===== src/rtl/mem_seq_ctrl_if.sv =====
// Bus between mem_seq_ctrl and its environment (command decoder, BRAM, systolic array).
// MEM_SEQ_CTRL_PERF_CNT_EN adds the perf_cycles/perf_stalls counters.
interface mem_seq_ctrl_if #(
  parameter int DATA_W = 64,
  parameter int ADDR_W = 32,
  parameter int SIZE_W = 11
);
  logic              calc_init;
  logic              calc_abort;
  logic [2:0]        mem_mode;
  logic [SIZE_W-1:0] matrix_size;
  logic [ADDR_W-1:0] base_a, base_s, base_b;
  logic              hash_ready;
  logic [DATA_W-1:0] rd_a, rd_s, rd_b;
  logic [ADDR_W-1:0] addr_a, addr_s, addr_b_rd, addr_b_wr;
  logic              wen_b;
  logic [DATA_W-1:0] data_left, data_right, data_adder;
  logic              sys_mode, sys_state, sys_enable;
  logic              busy, done, err;
  logic [2:0]        state;
`ifdef MEM_SEQ_CTRL_PERF_CNT_EN
  logic [31:0]       perf_cycles, perf_stalls;
`endif

  modport master (
    input  calc_init, calc_abort, mem_mode, matrix_size, base_a, base_s, base_b,
           hash_ready, rd_a, rd_s, rd_b,
    output addr_a, addr_s, addr_b_rd, addr_b_wr, wen_b, data_left, data_right, data_adder,
           sys_mode, sys_state, sys_enable, busy, done, err, state
`ifdef MEM_SEQ_CTRL_PERF_CNT_EN
    , output perf_cycles, perf_stalls
`endif
  );

  modport slave (
    output calc_init, calc_abort, mem_mode, matrix_size, base_a, base_s, base_b,
           hash_ready, rd_a, rd_s, rd_b,
    input  addr_a, addr_s, addr_b_rd, addr_b_wr, wen_b, data_left, data_right, data_adder,
           sys_mode, sys_state, sys_enable, busy, done, err, state
`ifdef MEM_SEQ_CTRL_PERF_CNT_EN
    , input perf_cycles, perf_stalls
`endif
  );
endinterface


===== src/rtl/mem_seq_ctrl.sv =====
// Address/sequencing controller for the systolic multiply array (A*S and S*A over LANES lanes).
// Optional busy/stall counters under MEM_SEQ_CTRL_PERF_CNT_EN.
module mem_seq_ctrl #(
  parameter int LANES    = 4,
  parameter int DATA_W   = 64,
  parameter int ADDR_W   = 32,
  parameter int SIZE_W   = 11,
  parameter int A_STRIDE = 64,
  parameter int S_STRIDE = 32,
  parameter int DRAIN    = 4
) (
  input  logic           clk,
  input  logic           rst_n,
  mem_seq_ctrl_if.master bus
);
  localparam int LW     = $clog2(LANES);
  localparam int LINE_W = SIZE_W + 1;
  localparam logic [ADDR_W-1:0] A_STR  = ADDR_W'(A_STRIDE);
  localparam logic [ADDR_W-1:0] S_STR  = ADDR_W'(S_STRIDE);
  localparam logic [ADDR_W-1:0] ROW_B  = ADDR_W'(LANES * A_STRIDE);
  localparam logic [LINE_W-1:0] DRAIN_L = LINE_W'(DRAIN);
  localparam logic [LINE_W-1:0] ONE_L  = LINE_W'(1);
  localparam logic [LW-1:0]     LANE_MAX = LW'(LANES - 1);
  localparam logic [DATA_W-1:0] ZERO_D = '0;

  typedef enum logic [2:0] {
    IDLE = 3'd0, AS_CALC = 3'd1, AS_SAVE = 3'd2, SA_LOAD = 3'd3, SA_CALC = 3'd4, DONE = 3'd5
  } state_t;

  state_t            state, state_nx;
  logic [LW-1:0]     lane, lane_nx;
  logic [LINE_W-1:0] line, line_nx, n_ext;
  logic [SIZE_W-1:0] cfg_n;
  logic [ADDR_W-1:0] cfg_base_a, cfg_base_s, cfg_base_b, a_plane, s_plane, wr_addr;
  logic              cfg_as, wr_pend, err_q, save_wr;
  logic              stall, lane_last, accept, mode_ok;

  assign n_ext     = LINE_W'(cfg_n);
  assign lane_last = (lane == LANE_MAX);
  assign stall     = !bus.hash_ready && (state == AS_CALC || state == SA_CALC);
  assign accept    = (state == IDLE) && bus.calc_init && !bus.calc_abort;
  assign mode_ok   = (bus.mem_mode == 3'd1) || (bus.mem_mode == 3'd2);

  always_ff @(posedge clk or negedge rst_n) begin
    if (!rst_n) begin
      state      <= IDLE;
      lane       <= '0;
      line       <= '0;
      cfg_n      <= '0;
      cfg_as     <= 1'b0;
      cfg_base_a <= '0;
      cfg_base_s <= '0;
      cfg_base_b <= '0;
      a_plane    <= '0;
      s_plane    <= '0;
      wr_pend    <= 1'b0;
      wr_addr    <= '0;
      err_q      <= 1'b0;
    end else begin
      state <= state_nx;
      lane  <= lane_nx;
      line  <= line_nx;
      err_q <= accept && !mode_ok;
      if (accept && mode_ok) begin
        cfg_n      <= bus.matrix_size;
        cfg_as     <= (bus.mem_mode == 3'd1);
        cfg_base_a <= bus.base_a;
        cfg_base_s <= bus.base_s;
        cfg_base_b <= bus.base_b;
        a_plane    <= ADDR_W'(bus.matrix_size) * A_STR;
        s_plane    <= ADDR_W'(bus.matrix_size) * S_STR;
      end
      // B write-back trails the B read by one unstalled cycle; may land in DONE
      if (bus.calc_abort) begin
        wr_pend <= 1'b0;
      end else if (!stall) begin
        wr_pend <= (state == SA_CALC) && (line >= DRAIN_L);
        wr_addr <= bus.addr_b_rd;
      end
    end
  end

  always_comb begin
    state_nx       = state;
    lane_nx        = lane_last ? '0 : lane + LW'(1);
    line_nx        = lane_last ? line + ONE_L : line;
    save_wr        = 1'b0;
    bus.addr_a     = '0;
    bus.addr_s     = '0;
    bus.addr_b_rd  = '0;
    bus.addr_b_wr  = '0;
    bus.data_left  = ZERO_D;
    bus.data_right = ZERO_D;
    bus.data_adder = ZERO_D;
    bus.sys_state  = 1'b0;
    case (state)
      IDLE: begin
        lane_nx = '0;
        line_nx = '0;
        if (bus.calc_init) begin
          if (bus.mem_mode == 3'd1)
            state_nx = (bus.matrix_size == '0) ? DONE : AS_CALC;
          else if (bus.mem_mode == 3'd2)
            state_nx = (bus.matrix_size == '0) ? DONE : SA_LOAD;
        end
      end
      AS_CALC: begin
        bus.sys_state  = 1'b1;
        bus.addr_a     = cfg_base_a + ADDR_W'(line) * A_STR + ADDR_W'(lane) * a_plane;
        bus.addr_s     = cfg_base_s + ADDR_W'(line) * S_STR + ADDR_W'(lane) * s_plane;
        bus.data_left  = bus.rd_a;
        bus.data_right = bus.rd_s;
        if (lane_last && line == n_ext - ONE_L) state_nx = AS_SAVE;
      end
      AS_SAVE: begin
        bus.sys_state = (line != DRAIN_L - ONE_L);
        if (line == DRAIN_L - ONE_L) begin
          save_wr       = 1'b1;
          bus.addr_b_wr = cfg_base_b + ADDR_W'(lane) * ROW_B;
          if (lane_last) state_nx = DONE;
        end
      end
      SA_LOAD: begin
        bus.addr_s     = cfg_base_s + ADDR_W'(LANE_MAX - lane) * s_plane;
        bus.data_right = bus.rd_s;
        if (lane_last) state_nx = SA_CALC;
      end
      SA_CALC: begin
        bus.sys_state = 1'b1;
        if (line < n_ext) begin
          bus.addr_a    = cfg_base_a + ADDR_W'(line) * A_STR + ADDR_W'(lane) * a_plane;
          bus.data_left = bus.rd_a;
        end
        if (line >= DRAIN_L) begin
          bus.addr_b_rd  = cfg_base_b + ADDR_W'(line - DRAIN_L) * A_STR + ADDR_W'(lane) * a_plane;
          bus.data_adder = bus.rd_b;
        end
        if (lane_last && line == n_ext + DRAIN_L - ONE_L) state_nx = DONE;
      end
      DONE:    state_nx = IDLE;
      default: state_nx = IDLE;
    endcase
    if (state_nx != state) begin
      lane_nx = '0;
      line_nx = '0;
    end
    if (stall) begin
      state_nx = state;
      lane_nx  = lane;
      line_nx  = line;
    end
    if (bus.calc_abort) begin
      state_nx = IDLE;
      lane_nx  = '0;
      line_nx  = '0;
    end
    if (wr_pend) bus.addr_b_wr = wr_addr;
    bus.wen_b      = (save_wr || wr_pend) && !stall && !bus.calc_abort;
    bus.busy       = (state != IDLE) && (state != DONE);
    bus.done       = (state == DONE);
    bus.sys_enable = (state != IDLE) && !stall;
    bus.sys_mode   = cfg_as;
    bus.err        = err_q;
    bus.state      = state;
  end

`ifdef MEM_SEQ_CTRL_PERF_CNT_EN
  logic [31:0] perf_cycles, perf_stalls;

  always_ff @(posedge clk or negedge rst_n) begin
    if (!rst_n) begin
      perf_cycles <= '0;
      perf_stalls <= '0;
    end else if (accept) begin
      perf_cycles <= '0;
      perf_stalls <= '0;
    end else begin
      if (bus.busy && perf_cycles != '1) perf_cycles <= perf_cycles + 32'd1;
      if (stall && perf_stalls != '1)    perf_stalls <= perf_stalls + 32'd1;
    end
  end

  assign bus.perf_cycles = perf_cycles;
  assign bus.perf_stalls = perf_stalls;
`endif
endmodule


===== src/flat_wrapper.sv =====
// flat-port wrapper written by rule: the top's interface ports become plain ports
module mem_seq_ctrl_flat 
#(
  parameter int LANES    = 4,
  parameter int DATA_W   = 64,
  parameter int ADDR_W   = 32,
  parameter int SIZE_W   = 11,
  parameter int A_STRIDE = 64,
  parameter int S_STRIDE = 32,
  parameter int DRAIN    = 4
)
  (clk, rst_n, bus_calc_init, bus_calc_abort, bus_mem_mode, bus_matrix_size, bus_base_a, bus_base_s, bus_base_b, bus_hash_ready, bus_rd_a, bus_rd_s, bus_rd_b, bus_addr_a, bus_addr_s, bus_addr_b_rd, bus_addr_b_wr, bus_wen_b, bus_data_left, bus_data_right, bus_data_adder, bus_sys_mode, bus_sys_state, bus_sys_enable, bus_busy, bus_done, bus_err, bus_state);
  mem_seq_ctrl_if #(.DATA_W(DATA_W), .ADDR_W(ADDR_W), .SIZE_W(SIZE_W)) bus_i ();
  input  logic clk;
  input  logic rst_n;
  input wire logic [$bits(bus_i.calc_init)-1:0] bus_calc_init;
  input wire logic [$bits(bus_i.calc_abort)-1:0] bus_calc_abort;
  input wire logic [$bits(bus_i.mem_mode)-1:0] bus_mem_mode;
  input wire logic [$bits(bus_i.matrix_size)-1:0] bus_matrix_size;
  input wire logic [$bits(bus_i.base_a)-1:0] bus_base_a;
  input wire logic [$bits(bus_i.base_s)-1:0] bus_base_s;
  input wire logic [$bits(bus_i.base_b)-1:0] bus_base_b;
  input wire logic [$bits(bus_i.hash_ready)-1:0] bus_hash_ready;
  input wire logic [$bits(bus_i.rd_a)-1:0] bus_rd_a;
  input wire logic [$bits(bus_i.rd_s)-1:0] bus_rd_s;
  input wire logic [$bits(bus_i.rd_b)-1:0] bus_rd_b;
  output wire logic [$bits(bus_i.addr_a)-1:0] bus_addr_a;
  output wire logic [$bits(bus_i.addr_s)-1:0] bus_addr_s;
  output wire logic [$bits(bus_i.addr_b_rd)-1:0] bus_addr_b_rd;
  output wire logic [$bits(bus_i.addr_b_wr)-1:0] bus_addr_b_wr;
  output wire logic [$bits(bus_i.wen_b)-1:0] bus_wen_b;
  output wire logic [$bits(bus_i.data_left)-1:0] bus_data_left;
  output wire logic [$bits(bus_i.data_right)-1:0] bus_data_right;
  output wire logic [$bits(bus_i.data_adder)-1:0] bus_data_adder;
  output wire logic [$bits(bus_i.sys_mode)-1:0] bus_sys_mode;
  output wire logic [$bits(bus_i.sys_state)-1:0] bus_sys_state;
  output wire logic [$bits(bus_i.sys_enable)-1:0] bus_sys_enable;
  output wire logic [$bits(bus_i.busy)-1:0] bus_busy;
  output wire logic [$bits(bus_i.done)-1:0] bus_done;
  output wire logic [$bits(bus_i.err)-1:0] bus_err;
  output wire logic [$bits(bus_i.state)-1:0] bus_state;
  assign bus_i.calc_init = bus_calc_init;
  assign bus_i.calc_abort = bus_calc_abort;
  assign bus_i.mem_mode = bus_mem_mode;
  assign bus_i.matrix_size = bus_matrix_size;
  assign bus_i.base_a = bus_base_a;
  assign bus_i.base_s = bus_base_s;
  assign bus_i.base_b = bus_base_b;
  assign bus_i.hash_ready = bus_hash_ready;
  assign bus_i.rd_a = bus_rd_a;
  assign bus_i.rd_s = bus_rd_s;
  assign bus_i.rd_b = bus_rd_b;
  assign bus_addr_a = bus_i.addr_a;
  assign bus_addr_s = bus_i.addr_s;
  assign bus_addr_b_rd = bus_i.addr_b_rd;
  assign bus_addr_b_wr = bus_i.addr_b_wr;
  assign bus_wen_b = bus_i.wen_b;
  assign bus_data_left = bus_i.data_left;
  assign bus_data_right = bus_i.data_right;
  assign bus_data_adder = bus_i.data_adder;
  assign bus_sys_mode = bus_i.sys_mode;
  assign bus_sys_state = bus_i.sys_state;
  assign bus_sys_enable = bus_i.sys_enable;
  assign bus_busy = bus_i.busy;
  assign bus_done = bus_i.done;
  assign bus_err = bus_i.err;
  assign bus_state = bus_i.state;
  mem_seq_ctrl #(.LANES(LANES), .DATA_W(DATA_W), .ADDR_W(ADDR_W), .SIZE_W(SIZE_W), .A_STRIDE(A_STRIDE), .S_STRIDE(S_STRIDE), .DRAIN(DRAIN)) u_core (.clk(clk), .rst_n(rst_n), .bus(bus_i));
endmodule

===== config.mk =====
export PLATFORM = sky130hd
export DESIGN_NAME = mem_seq_ctrl_flat
export DESIGN_NICKNAME = d
export VERILOG_FILES = /design/src/rtl/mem_seq_ctrl_if.sv /design/src/rtl/mem_seq_ctrl.sv /design/src/flat_wrapper.sv
export SDC_FILE = /design/constraint.sdc
export NUM_CORES = 1
export LEC_CHECK = 0
export CORE_AREA = 5 5 247 249
export DETAILED_ROUTE_END_ITERATION = 12
export DIE_AREA = 0 0 252 254
export PLACE_DENSITY = 0.67
export SKIP_CTS_REPAIR_TIMING = 1
export SLEW_MARGIN = 20
export SYNTH_ARGS = -nofsm -noshare
export SYNTH_HDL_FRONTEND = slang
export SYNTH_SLANG_ARGS = --single-unit
export TNS_END_PERCENT = 1

===== constraint.sdc =====
create_clock -name clk -period 7.28 [get_ports clk]
set_input_delay 1.456 -clock clk [delete_from_list [all_inputs] [get_ports clk]]
set_output_delay 1.456 -clock clk [all_outputs]
set_load 0.02 [all_outputs]

* Word-level counts from Yosys, hierarchy flattened
Cells that the tools add are included.
** Word-level totals
- Register bits after elaboration :: 159
- Bits in latches :: 0
- RAM bits :: 0
- ROM bits :: 0
- Bits of input ports :: 307
- Output and inout bits :: 330
- Logic and storage cells :: 116
- Memories :: 0
** Operators by class
- Add/sub/neg operators :: 15
- Multiply operators :: 3
- Div/mod/pow operators :: 0
- Magnitude comparators :: 2
- Equality and inequality tests :: 15
- Shift operators :: 0
- Muxes and demuxes :: 41
- Bitwise gates (word level) :: 2
- Reductions and logical operators :: 27
** Operators by type and width (count)
- $mux W64 :: 4
- $mux W32 :: 6
- $add A32 B32 Y32 :: 5
- $pmux W32 S2 :: 2
- $pmux W64 S2 :: 1
- $mux W12 :: 5
- $mux W3 :: 12
- $add A32 B10 Y32 :: 1
- $add A32 B17 Y32 :: 1
- $add A32 B18 Y32 :: 1
- $mul A32 B11 Y27 :: 1
- $mul A2 B11 Y13 :: 2
- $eq A12 B12 Y1 :: 2
- $pmux W3 S5 :: 1
- $sub A12 B3 Y13 const B :: 1
- $add A11 B3 Y12 const B :: 1
- $add A12 B1 Y12 const B :: 1
- $eq A12 B2 Y1 const B :: 1
- $ge A12 B3 Y1 const B :: 1
- $logic_and A1 B1 Y1 :: 12
- $lt A12 B11 Y1 :: 1
- $ne A12 B2 Y1 const B :: 1
- $sub A11 B1 Y12 const B :: 1
- $sub A12 B1 Y12 const B :: 1
- 21 further kinds :: 40

* Longest topological paths before layout
- Depth in word-level cells :: 10
- Gate-level depth with buffers :: 25

* Worst setup path before layout
No wires, ideal clock.
- Path kind :: reg2out
- Start :: register u_core.lane[1]
- End :: output bus_addr_s[28]
- Arrival :: 5584 ps
- Setup slack :: 240 ps
- Stages on the path, launching flop included :: 25
- Path through :: dfrtp_1 > clkbuf_1 > nor2_1 > ha_1 > ha_1 > ha_1 > fa_1 > ha_1 > ha_1 > and4b_1 > o21a_1 > o21a_1 > a21oi_1 > nor2_1 > nor3_1 > nor2_1 > ha_1 > inv_1 > nor3_1 > and2_1 > and3_1 > a221o_1 > o2bb2ai_1 > nand2_1 > o311ai_0
** Between the ends
- Longest elaborated chain between the ends :: 4
- Elaborated cells between the ends (all ways) :: 6
- Those cells by class :: add/sub (3); mul (2); mux (1)
** Ends and longest elaborated chain
- start: declaration :: line mem_seq_ctrl.sv:31 : logic [LW-1:0] lane, lane_nx;
- start signal: assignment :: line mem_seq_ctrl.sv:61 : lane <= lane_nx;
- $sub A2 B2 Y3 :: line mem_seq_ctrl.sv:124 : bus.addr_s = cfg_base_s + ADDR_W'(LANE_MAX - lane) * s_plane;
- $mul A32 B11 Y27 :: line mem_seq_ctrl.sv:124
- $add A32 B32 Y32 :: line mem_seq_ctrl.sv:124
- $pmux W32 S2 (*) :: line mem_seq_ctrl.sv:96 : case (state)
- end: declaration :: line flat_wrapper.sv:28 : output wire logic [$bits(bus_i.addr_s)-1:0] bus_addr_s;
Mark *: on every way between the ends. The rest lies on a longest branch, timed or not.

* Worst setup path in the final report
- Start :: register u_core.lane[0]
- End :: output bus_addr_b_rd[22]
** Between the ends
- Longest elaborated chain between the ends :: 4
** Ends and longest elaborated chain
- $mul A2 B11 Y13 :: line mem_seq_ctrl.sv:135 : bus.addr_b_rd = cfg_base_b + ADDR_W'(line - DRAIN_L) * A_STR + ADDR_W'(lane) * a_plane;
- $add A32 B32 Y32 :: line mem_seq_ctrl.sv:135
- $mux W32 :: line mem_seq_ctrl.sv:134 : if (line >= DRAIN_L) begin
- $mux W32 :: line mem_seq_ctrl.sv:96
- end: declaration :: line flat_wrapper.sv:29 : output wire logic [$bits(bus_i.addr_b_rd)-1:0] bus_addr_b_rd;
Every way passes these cells.

==> results.json <==
{
  "crit_arrival_ps": 5690,
  "power.total_mw": 6.16,
  "relSlewSlack_pct": 34.2,
  "pwr-share-comb_pct": 63.4,
  "grt_pass1_wl_mm": 104,
  "cts.path.max_buffers": 2,
  "hold_viol_final": 0,
  "crit_required_ps": 5820,
  "io_pins": 637,
  "netlist_instances": 1963,
  "p_sw_share_pct": 47.0,
  "dp_hpwl_mm": 55.7,
  "synthTopCellsByArea": "dfrtp_1, ha_1, and2_1, mux2_2, fa_1",
  "via_count": 17100,
  "dr.pass1.iters": 6,
  "die_y_um": 254,
  "yosys.area.top_type_share_pct": 24.1,
  "rsz0062_at_grt": "yes",
  "ys_ff_latch": 159,
  "finalClockSkew_ps": 18.4,
  "synth_top_flop_cell": "dfrtp_1",
  "layout_setup_ws_ps": 133,
  "drt_iter0_markers": 1119,
  "grt_pass1_vias": 17300,
  "cts.sinks": 159,
  "netlist.top_cell.by_area": "dfrtp_1",
  "worst_slew_pin_slew_ps": 986,
  "ys_types": 88,
  "start_util_pct": 28.3,
  "setup_violations": 0,
  "switching_power_mw": 2.90,
  "critPathLaunchType": "register",
  "rr_worst_depth": 21,
  "status": "completed",
  "ys_seq_area_share_pct": 24.1,
  "slowest_stage": "fa_1",
  "whs_ps": 480,
  "final_max_slew_viol_count": 0,
  "clkPwrFrac_pct": 15.1,
  "path_clk_slew_ps": 80,
  "synth_edf_count": 0,
  "finalCriticalPeriod_ps": 7150,
  "hold_class": "reg -> reg",
  "fp.dieArea_um2": 64000,
  "routed_wl_mm": 70.1,
  "fin_cells": 3368,
  "setup_tns_ps": 0,
  "clock-root-buffer": "clkbuf_16",
  "ant_nets": 0,
  "slowest_delay_ps": 490,
  "grt_start_max_net_pins": 143,
  "fp.coreArea_um2": 58500,
  "final_area_um2": 24700,
  "timing_worst_setup_path_type": "reg -> out",
  "antenna_found_initial": 6,
  "ir_drop_mv": 0.222,
  "wl_per_cell_um": 20.8,
  "routabilityCongestion": 0.931,
  "dp_cells": 3328,
  "cts.htree.levels": 4,
  "place_area_um2": 23900,
  "overflow": 0,
  "cts_tree": "yes",
  "pre_cts_slack_ps": -19.0,
  "clock_latency_ps": 490,
  "crit_fanout": 5,
  "die_x_um": 252,
  "numCtsBuffers": 17,
  "fin_crit_sh_pct": 98.2,
  "worst_setup_path_end_kind": "output pin",
  "avgSynthCellArea_um2": 8.42,
  "yosysMostFrequentCell": "and2_1",
  "p_per_area_nw_per_um2": 249,
  "cap_viol_max_count": 0,
  "syn-num-nets": 2462,
  "netlist_area_um2": 16500,
  "p_int_mw": 3.26,
  "drive_above_1_share_pct": 11.0,
  "utilization_pct": 42.3,
  "timing.critical_path.cells": "and2_1 -> ha_1 -> inv_1 -> fa_1 -> nor2b_1 -> o21ai_1 -> a21boi_1 -> o21ai_1 -> a21oi_2 -> o21ai_2 -> and3_1 -> or3_1 -> fa_1 -> ha_1 -> a2111o_1 -> nor2_2 -> a21oi_1 -> a221oi_1 -> xor2_1 -> nor2_1 -> dlymetal6s2s_1",
  "ys_warn_count": 0,
  "vias_per_cell": 5.07,
  "io_buffers": 636,
  "whs_path_depth": 2,
  "drc": 0,
  "fmax_mhz": 140,
  "synth_commonest_cells": "and2_1, dfrtp_1, nand2_1",
  "track_usage_pct": 20.8,
  "areaGrowthSynthToFinish_pct": 49.6,
  "final_nets": 3077,
  "p_seq_share_pct": 21.5,
  "async_flop_share_pct": 100,
  "leakagePower_nw": 10.7,
  "num_rows": 89
}
[power by group through the flow]
stage / Clock (mW) / Combinational [mW] / Sequential (mW)
final: 0.929 / 3.91 / 1.33
after global routing: 0.999 / 4.28 / 1.35
after CTS: 0.972 / 3.77 / 1.32
after detailed placement: 0 / 3.74 / 1.33
after global placement: 0 / 3.68 / 1.33
after floorplan: 0 / 2.61 / 1.24
[worst paths after layout]
kind	from	endpoint	slack [ps]
max reg2reg	u_core.lane[0]	u_core.wr_addr[24]	2140
max	u_core.lane[0]	bus_addr_b_rd[22]	130
max in group asynchronous	rst_n	u_core.wr_pend	4590
min in group asynchronous	rst_n	u_core.wr_addr[24]	1110
min	u_core.wr_addr[25]	u_core.wr_addr[25]	480
min reg2reg	u_core.wr_addr[25]	u_core.wr_addr[25]	480
[sequential cells by signal, summed over array words and instances (netlist names)]
signal and cells:
u_core.cfg_base_a 32, u_core.cfg_base_b 32, u_core.cfg_base_s 32, u_core.wr_addr 32, u_core.line 12, u_core.cfg_n 11
u_core.bus.state 3, u_core.lane 2, u_core.bus.err 1, u_core.bus.sys_mode 1, u_core.wr_pend 1
[cells by family (layout without fill, tap and decap cells)]
family                     after synthesis  in the layout  synth area share (%)
buffers and inverters                  248            876                  6.18
adders and majority gates              192            192                  16.6
muxes                                   93             93                  6.30
other                                    0              4                     0
AOI/OAI and AO/OA                      377            377                  14.7
DFF                                    159            159                  24.1
and+or+nand+nor                        761            761                  25.1
xor gates and xnor gates               133            133                  7.04
[layout make-up]
cell class / count / area, um^2
clock buffers: 17 / 425
repair buffers: 703 / 6900
clock inverters: 15 / 146
inverters: 141 / 529
multi-input cells: 1556 / 11800
flip-flops and latches: 159 / 3980
fillers: 5690 / 33700
well taps: 773 / 967
diodes: 4 / 10.0
[layout by cell type (no fill, tap or decap), types with 55 or more instances in the layout]
| cell type | synthesis | routed |
|---|---|---|
| a21oi_1 | 75 | 62 |
| nor2_1 | 122 | 120 |
| inv_1 | 139 | 139 |
| mux2_2 | 89 | 89 |
| and2_1 | 175 | 175 |
| xor2_1 | 57 | 55 |
| nand2_1 | 155 | 154 |
| dfrtp_1 | 159 | 157 |
| ha_1 | 146 | 143 |
| buf_4 | 1 | 71 |
| o21ai_0 | 116 | 108 |
| clkdlybuf4s50_1 | 0 | 592 |
| xnor2_1 | 76 | 73 |
| nor3b_1 | 77 | 77 |
[worst max-delay path: cells and delay by family, from the launching register on]
family / cells / cell delay [ps]
AOI/OAI and AO/OA: 8 / 1620
adders and majority gates: 4 / 1430
and+or+nand+nor: 6 / 1160
DFF: 1 / 420
buffers and inverters: 2 / 280
xor gates and xnor gates: 1 / 280
[routing by layer]
layer / vias up / global-route usage (%) / share of wire, %
met1: 8303 / 26.7 / 42
met3: 94 / 4.58 / 6.5
li1: 8042 / - / -
met5: - / 0 / 0
met2: 631 / 35.4 / 49
met4: 0 / 5.63 / 2.0
Power figures use the tool's default switching activity.
